### src/rtl/pb_event_arbiter.sv
// Shared-tick pushbutton debouncer feeding a round-robin event arbiter.
// Debounced presses queue as pending bits and leave one at a time on a valid/ready port.
//
//  state     | meaning
//  ----------+--------------------------------------------------------------
//  S_IDLE    | no event presented; grants the next pending press round-robin
//  S_PRESENT | evt_valid/evt_id held until the consumer raises evt_ready
module pb_event_arbiter #(
    parameter int N_PB       = 4,
    parameter int SAMPLE_DIV = 100000,
    parameter int WIN        = 4,
    localparam int ID_W      = $clog2(N_PB)
) (
    input  logic            clk_100,
    input  logic            rst,
    input  logic [N_PB-1:0] pb_raw,
    output logic [N_PB-1:0] pb_level,
    output logic            evt_valid,
    output logic [ID_W-1:0] evt_id,
    input  logic            evt_ready,
    output logic            overflow
);

    localparam int              CNT_W    = $clog2(SAMPLE_DIV);
    localparam logic [CNT_W-1:0] CNT_LAST = CNT_W'(SAMPLE_DIV - 1);
    localparam logic [ID_W-1:0]  RR_INIT  = ID_W'(N_PB - 1);

    localparam logic [0:0] S_IDLE    = 1'b0;
    localparam logic [0:0] S_PRESENT = 1'b1;

    logic [CNT_W-1:0] tick_cnt;
    logic             tick;
    logic [WIN-1:0]   win     [N_PB];
    logic [WIN-1:0]   win_new [N_PB];
    logic [N_PB-1:0]  pb_level_d;
    logic [N_PB-1:0]  pb_rise;
    logic [N_PB-1:0]  pending;
    logic [N_PB-1:0]  pend_clr;
    logic [N_PB-1:0]  pend_next;
    logic             ovf_set;
    logic [ID_W-1:0]  rr_ptr;
    logic [ID_W-1:0]  rr_idx;
    logic [ID_W-1:0]  grant;
    logic             grant_ok;
    logic [0:0]       state;

    assign tick = (tick_cnt == CNT_LAST);

    always_ff @(posedge clk_100) begin
        if (rst) begin
            tick_cnt <= '0;
        end else if (tick) begin
            tick_cnt <= '0;
        end else begin
            tick_cnt <= tick_cnt + 1'b1;
        end
    end

    always_comb begin
        for (int i = 0; i < N_PB; i++) begin
            win_new[i] = {win[i][WIN-2:0], pb_raw[i]};
        end
    end

    // A mixed window holds the previous level, giving hysteresis against bounce.
    always_ff @(posedge clk_100) begin
        if (rst) begin
            for (int i = 0; i < N_PB; i++) begin
                win[i] <= '0;
            end
            pb_level   <= '0;
            pb_level_d <= '0;
        end else begin
            pb_level_d <= pb_level;
            if (tick) begin
                for (int i = 0; i < N_PB; i++) begin
                    win[i] <= win_new[i];
                    if (&win_new[i]) begin
                        pb_level[i] <= 1'b1;
                    end else if (~|win_new[i]) begin
                        pb_level[i] <= 1'b0;
                    end
                end
            end
        end
    end

    always_comb begin
        grant    = '0;
        grant_ok = 1'b0;
        rr_idx   = '0;
        for (int k = 1; k <= N_PB; k++) begin
            rr_idx = ID_W'((int'(rr_ptr) + k) % N_PB);
            if (!grant_ok && pending[rr_idx]) begin
                grant_ok = 1'b1;
                grant    = rr_idx;
            end
        end
    end

    // A new press on a bit being granted this cycle re-arms it without counting as lost.
    always_comb begin
        pend_clr = '0;
        if (state == S_IDLE && grant_ok) begin
            pend_clr[grant] = 1'b1;
        end
        pb_rise   = pb_level & ~pb_level_d;
        pend_next = (pending & ~pend_clr) | pb_rise;
        ovf_set   = |(pb_rise & pending & ~pend_clr);
    end

    always_ff @(posedge clk_100) begin
        if (rst) begin
            state     <= S_IDLE;
            evt_valid <= 1'b0;
            evt_id    <= '0;
            rr_ptr    <= RR_INIT;
            pending   <= '0;
            overflow  <= 1'b0;
        end else begin
            pending <= pend_next;
            if (ovf_set) begin
                overflow <= 1'b1;
            end
            case (state)
                S_IDLE: begin
                    if (grant_ok) begin
                        evt_valid <= 1'b1;
                        evt_id    <= grant;
                        state     <= S_PRESENT;
                    end
                end
                S_PRESENT: begin
                    if (evt_ready) begin
                        evt_valid <= 1'b0;
                        rr_ptr    <= evt_id;
                        state     <= S_IDLE;
                    end
                end
                default: state <= S_IDLE;
            endcase
        end
    end

endmodule

### config.mk
export PLATFORM = sky130hd
export DESIGN_NAME = pb_event_arbiter
export DESIGN_NICKNAME = d
export VERILOG_FILES = /design/src/rtl/pb_event_arbiter.sv
export SDC_FILE = /design/constraint.sdc
export NUM_CORES = 1
export LEC_CHECK = 0
export ABC_AREA = 1
export BUFFER_PORTS_ARGS = -buffer_cell sky130_fd_sc_hd__buf_2
export CAP_MARGIN = 20
export CORE_ASPECT_RATIO = 0.5
export CORE_MARGIN = 2
export CORE_UTILIZATION = 55
export CTS_BUF_LIST = sky130_fd_sc_hd__clkbuf_8
export CTS_CLUSTER_SIZE = 25
export DETAILED_ROUTE_END_ITERATION = 16
export PLACE_DENSITY = 0.73
export RECOVER_POWER = 50
export SLEW_MARGIN = 20
export SYNTH_ARGS = -nofsm -noshare
export SYNTH_HDL_FRONTEND = slang
export SYNTH_SLANG_ARGS = --single-unit
### constraint.sdc
create_clock -name clk_100 -period 4.45 [get_ports clk_100]
set_input_delay 0.2225 -clock clk_100 [delete_from_list [all_inputs] [get_ports clk_100]]
set_output_delay 0.2225 -clock clk_100 [all_outputs]
set_load 0.02 [all_outputs]
==> results of run 1 <==
## sequential cells by signal, indices dropped and copies added, names as in the netlist
register    count
state           1
tick_cnt       17
pending         4
pb_level_d      4
win            12
pb_level        4
overflow        1
evt_valid       1
rr_ptr          2
evt_id          2
## cells in the mapped netlist (2+ instances only)
master	instances
nand2_1	66
inv_1	40
nor2_1	40
dfxtp_1	36
nand3_1	17
a21oi_1	15
edfxtp_1	12
nand4_1	10
nand2_4	9
nand2_2	6
or2_2	6
o41ai_1	4
nor2_2	3
nor3_1	3
nor3b_1	3
o21a_1	3
buf_2	2
inv_2	2
nand3b_2	2
nor3_2	2
o211ai_1	2
o21ai_0	2
## cell families (layout without fill, tap and decap cells)
kind of cell / after synthesis / in the layout
fa+ha+maj: 1 / 1
compound gates: 29 / 29
flops: 48 / 48
buf+inv: 49 / 65
simple gates: 174 / 174
xor+xnor: 1 / 1
## cell type report
class	instances	area [um^2]	share of cell area, %
Timing Repair Buffer	14	60.1	2.32
Inverter	43	163	6.28
Multi-Input combinational cell	205	1080	41.8
Sequential cell	48	1080	41.7
Clock buffer	5	68.8	2.66
Tap cell	54	67.6	2.61
Clock inverter	3	68.8	2.66
## worst paths after layout
| path | depth (start not counted) | endpoint | slack [ps] |
|---|---|---|---|
| setup reg to reg | 14 | overflow | 1870 |
| hold reg to reg | 2 | pb_level_d[3] | 460 |
| setup / recovery | 14 | overflow | 1870 |
| hold / removal | 3 | pb_level[0] | 170 |
## cell usage in the layout (no fill, tap or decap), types with 4 or more instances in the layout
master,count
or2_2,6
nand2_1,68
nand4_1,10
o41ai_1,4
a21oi_1,15
inv_1,40
buf_2,6
clkbuf_8,5
nand2_4,8
edfxtp_1,12
clkbuf_1,8
nand3_1,17
nor2_1,40
dfxtp_1,36
nand2_2,5
## where the power goes
group	switching, mW	total [mW]	internal [mW]
Clock	0.154	0.380	0.226
Combinational	0.115	0.166	0.0513
Sequential	0.0230	0.492	0.469
## critical path, cell delays in order, from the launching register on
cell and delay, ps:
dfxtp_1 530, clkinvlp_2 580, nand2_1 190, nand2_1 110, nand2_1 170, nand2_4 90
nor2_8 120, nand3b_2 100, nor2b_4 140, nor2_2 90, nand2_1 90, nand2_1 70
nand2_1 40, nor2_1 100, nor2_1 40
## metrics by stage
| stage | worst slack, ps | hold slack [ps] |
|---|---|---|
| 2_1_floorplan | 2770 | 306 |
| 3_3_place_gp | 2470 | 442 |
| 4_1_cts | 2320 | 174 |
| 6_report | 1870 | 174 |
| 3_5_place_dp | 2350 | 442 |
| 5_1_grt | 1600 | 181 |
## layer usage
metal / wire, um / up-vias / track usage (%)
li1: - / 1002 / -
met1: 2050 / 859 / 21.5
met2: 1960 / 16 / 34.3
met3: 131 / 7 / 4.74
met4: 46 / 0 / 5.79
met5: 0 / - / 0
==> run_results.csv, run 1 <==
group,metric,value,unit
clock_network,numCtsBuffers,5,
yosys,synth_top_family_by_area,"simple AND/OR/NAND/NOR gates",
worst_setup_path,critPathLaunchType,"register",
clock_network,cts_setup_buffers,0,
clock_network,cts-root-buf,"clkbuf_8",
clock_network,clockBufferDepth,2,
sta,max_slew_margin,35.3,%
sta,rsz0062_at_grt,"no",
floorplan,design.core.area,4040,um^2
routing,ant_nets,0,
routing,via_per_inst,5.06,
placement,post_dp_cell_area,2480,um^2
yosys,synth_compound_gate_area_share,7.54,%
floorplan,initial_core_util,59.1,%
clock_network,cts.sinks,48,
yosys,ys_seq_area_share,45.2,%
routing,drt-total-wl,4200,um
worst_setup_path,crit_fanout,11,
layout,layout-drive-gt1-share,14.5,%
worst_hold_path,hold_class,"primary input to register",
routing,wl_per_cell,11.3,um
yosys,synth_warnings,0,
layout,final_net_count,325,
yosys,yosys.area_share.simple,37.5,%
floorplan,dieArea,4920,um^2
yosys,synth-adder-area-share,0.523,%
floorplan,fp.dieW,97.2,um
job,drv_cap,0,
layout,n_fill_cell,380,
routing,drtIter0Drc,74,
yosys,synthTopCellsByArea,"dfxtp_1, edfxtp_1, nand2_1",
worst_setup_path,end_kind,"register",
pwr,cellLeakagePower,1.10,nW
layout,diodes,0,
sta,finalHoldViolCount,0,
worst_setup_path,critPathKind,"register to register",
worst_setup_path,arrival,2770,ps
global_route,grt_pass1_wl,7290,um
yosys,syn_nets,310,
clock_network,insertion_delay,310,ps
placement,port_buffers,14,
worst_setup_path,crit_start,"rr_ptr[0]",
yosys,ys_seq_elements,48,
layout,fin_cells,372,
pwr,irDropWorstVdd,0.169,mV
worst_setup_path,r2r-start,"rr_ptr[0]",
sta,final_max_slew_viol_count,0,
floorplan,chipHeight,50.6,um
global_route,grt_max_degree,29,
worst_setup_path,worstPathRequired,4640,ps
placement,place_inst,364,
layout,post-route-util,64.1,%
yosys,muxShareOfSynthArea,0,%
clock_network,h-tree-depth,2,
placement,dp_hpwl,3110,um
sta,tightest_slew,968,ps
floorplan,pin_count,15,
yosys,synth_cell_types,39,
global_route,grt_overflow,0,
sta,fin_crit_sh,58.0,%
yosys,avgSynthCellArea,7.92,um^2
sta,max_freq,0.388,GHz
yosys,yosysTopAreaCell,"dfxtp_1",
clock_network,cts.hold.buffers_added,0,
global_route,antenna_found_initial,0,
clock_network,cts_tree,"done",
sta,finalSetupViolations,0,
placement,gp_congestion,0.821,
yosys,synth_top_area_share,30.1,%
sta,skew,7.95,ps
global_route,track_usage,18.5,%
floorplan,rows,16,
yosys,syn_area,2390,um^2
clock_network,clk_pin_slew,90,ps
global_route,grt_pass1_vias,1738,
yosys,synth-main-ff-cell,"dfxtp_1",
yosys,synthArstFlopShare,0,%
status,outcome,"completed",
routing,drc,0,
clock_network,post_cts_resized,0,
yosys,synthXorXnorAreaFrac,0.366,%
routing,via_count,1884,
layout,syn_to_final_growth,8.37,%
yosys,netlist_instances,302,
pwr,fin_total_pwr,1.04,mW
worst_hold_path,min_from,"pb_raw[0]",
sta,fin_tns_setup,0,ps
pwr,power_density,401,nW/um^2
routing,first_pass_iters,4,
yosys,synth_edf_count,12,
layout,stdcell_area,2590,um^2
sta,period_needed,2580,ps
Power figures use the tool's default switching activity.
==> run 2: changes to the inputs <==
Clock period 4.45 ns to 2.6 ns, I/O delays scaled along.
==> run 2 against run 1 <==
Against the previous run:
- combinational power rose by 78%
- register-to-register slack got worse by 1300 ps
- count of clock-buffer cells in the layout did not move
- first-iteration DRC count is 9.5% higher
- global-route usage grew 0.29 points
- power increased by 49%
- die area unchanged
- fmax rose by 28%
- via count increased by 0.16%
- utilization down 0.74 points
==> run_results.csv, run 2 (same netlist as run 1, synthesis figures left out) <==
group,metric,value,unit
routing,via_per_inst,5.06,
sta,final_max_slew_viol_count,0,
clock_network,cts-root-buf,"clkbuf_8",
sta,finalSetupViolations,0,
sta,period_needed,2020,ps
floorplan,initial_core_util,59.1,%
clock_network,cts.hold.buffers_added,0,
clock_network,cts.sinks,48,
floorplan,rows,16,
placement,dp_hpwl,3130,um
layout,final_net_count,327,
floorplan,chipHeight,50.6,um
placement,gp_congestion,0.855,
layout,largest_reg_flops,17,
clock_network,cts_tree,"done",
status,outcome,"completed",
layout,layout-drive-gt1-share,15.0,%
worst_setup_path,crit_fanout,11,
worst_hold_path,hold_class,"primary input to register",
floorplan,dieArea,4920,um^2
global_route,grt_overflow,0,
pwr,power_frac_seq,54.4,%
routing,drtIter0Drc,81,
routing,drt-total-wl,4190,um
layout,stdcell_area,2560,um^2
routing,wl_per_cell,11.2,um
global_route,grt_pass1_vias,1736,
global_route,antenna_found_initial,0,
routing,via_count,1887,
layout,syn_to_final_growth,7.12,%
clock_network,cts_setup_buffers,0,
clock_network,clockBufferDepth,2,
pwr,cellLeakagePower,1.10,nW
worst_setup_path,arrival,2210,ps
sta,max_slew_margin,73.7,%
floorplan,design.core.area,4040,um^2
clock_network,post_cts_resized,0,
worst_setup_path,cpMaxStageDelayCell,"dfxtp_1",
clock_network,numCtsBuffers,5,
routing,drc,0,
sta,fin_crit_sh,77.8,%
placement,port_buffers,14,
worst_setup_path,reg2reg_slack,580,ps
worst_setup_path,r2r-start,"rr_ptr[0]",
worst_setup_path,crit_path_end,"overflow",
pwr,intPower,1.07,mW
layout,final_common_cell,"nand2_1",
sta,setup_slack,577,ps
worst_setup_path,worstReg2RegEnd,"overflow",
routing,ant_nets,0,
pwr,p_comb_share,19.0,%
worst_setup_path,critPathLaunchType,"register",
pwr,switchingPower,0.474,mW
layout,post-route-util,63.3,%
floorplan,pin_count,15,
job,drv_cap,0,
worst_setup_path,crit_start,"rr_ptr[0]",
worst_setup_path,slowest_delay,560,ps
worst_setup_path,r2r_cells,14,
pwr,irDropWorstVdd,0.292,mV
sta,rsz0062_at_grt,"no",
placement,dp_worst_setup_slack,597,ps
clock_network,h-tree-depth,2,
worst_setup_path,critPathKind,"register to register",
global_route,grt_max_degree,17,
layout,reg_top3,"tick_cnt (17), win (12)",
placement,post_dp_cell_area,2500,um^2
sta,fin_tns_setup,0,ps
worst_setup_path,crit_chain,"inv_4 -> nand2_1 -> nand2_1 -> nand2_4 -> nand2_4 -> nor2_8 -> nand3b_2 -> nor2b_4 -> nor2_2 -> nand2_1 -> nand2_1 -> nand2_1 -> nor2_1 -> nor2_1",
worst_setup_path,worstPathRequired,2790,ps
routing,first_pass_iters,4,
global_route,track_usage,18.8,%
clock_network,clk_pin_slew,80,ps
sta,skew,2.67,ps
layout,diodes,0,
global_route,grt_pass1_wl,7450,um
pwr,sw_frac_of_total,30.6,%
pwr,fin_total_pwr,1.55,mW
layout,final_cell_mix,"nand2_1, nor2_1, inv_1",
layout,regMostFlops,"tick_cnt",
pwr,clkPwrFrac,26.5,%
worst_setup_path,end_kind,"register",
clock_network,insertion_delay,300,ps
sta,max_freq,0.494,GHz
sta,tightest_slew,394,ps
worst_setup_path,cp_common_cell,"nand2_1",
floorplan,fp.dieW,97.2,um
pwr,power_density,604,nW/um^2
sta,finalHoldViolCount,0,
-- run 2: worst min path at each step --
stage,slack (ps),startpoint,cells past startpoint,to
after floorplan,210,rst,1,pb_level_d[3]
after global placement,390,pb_raw[3],3,pb_level[3]
after detailed placement,400,pb_raw[3],3,pb_level[3]
after CTS,80,pb_raw[3],3,pb_level[3]
after global routing,110,pb_raw[1],3,pb_level[1]
final,90,pb_raw[3],3,pb_level[3]
-- run 2: layout make-up --
class                      instances  area (um^2)
clock buffer                       5         68.8
clock inverter                     2         8.76
fill                             367         1480
inverter                          43          164
multi-input combinational        205         1100
sequential                        48         1080
tap                               54         67.6
timing repair buffer              16         75.1
-- run 2: power by group through the flow --
stage / registers [mW] / logic, mW / clock network (mW)
2_1_floorplan: 0.859 / 0.251 / 0
3_3_place_gp: 0.857 / 0.290 / 0
3_5_place_dp: 0.859 / 0.298 / 0
4_1_cts: 0.842 / 0.299 / 0.430
5_1_grt: 0.851 / 0.333 / 0.454
6_report: 0.843 / 0.295 / 0.411
-- run 2: worst max-delay path: cells and delay by family (launching register included) --
family / cells / cell delay [ps]
buf+inv: 1 / 160
flops: 1 / 560
simple gates: 13 / 1190
-- run 2: metrics by stage --
| stage | cells | hold WS [ps] |
|---|---|---|
| after floorplan | 302 | 214 |
| after global placement | 366 | 390 |
| after detailed placement | 366 | 396 |
| after CTS | 373 | 76.2 |
| after global routing | 373 | 108 |
| final | 373 | 88.5 |
-- run 2: routing by layer --
metal	wire, um	share of wire (%)	global-route usage (%)
met2	1950	47	30.9
met5	0	0	0
met1	2050	49	24.1
met3	146	3.5	4.74
met4	36	0.86	7.87
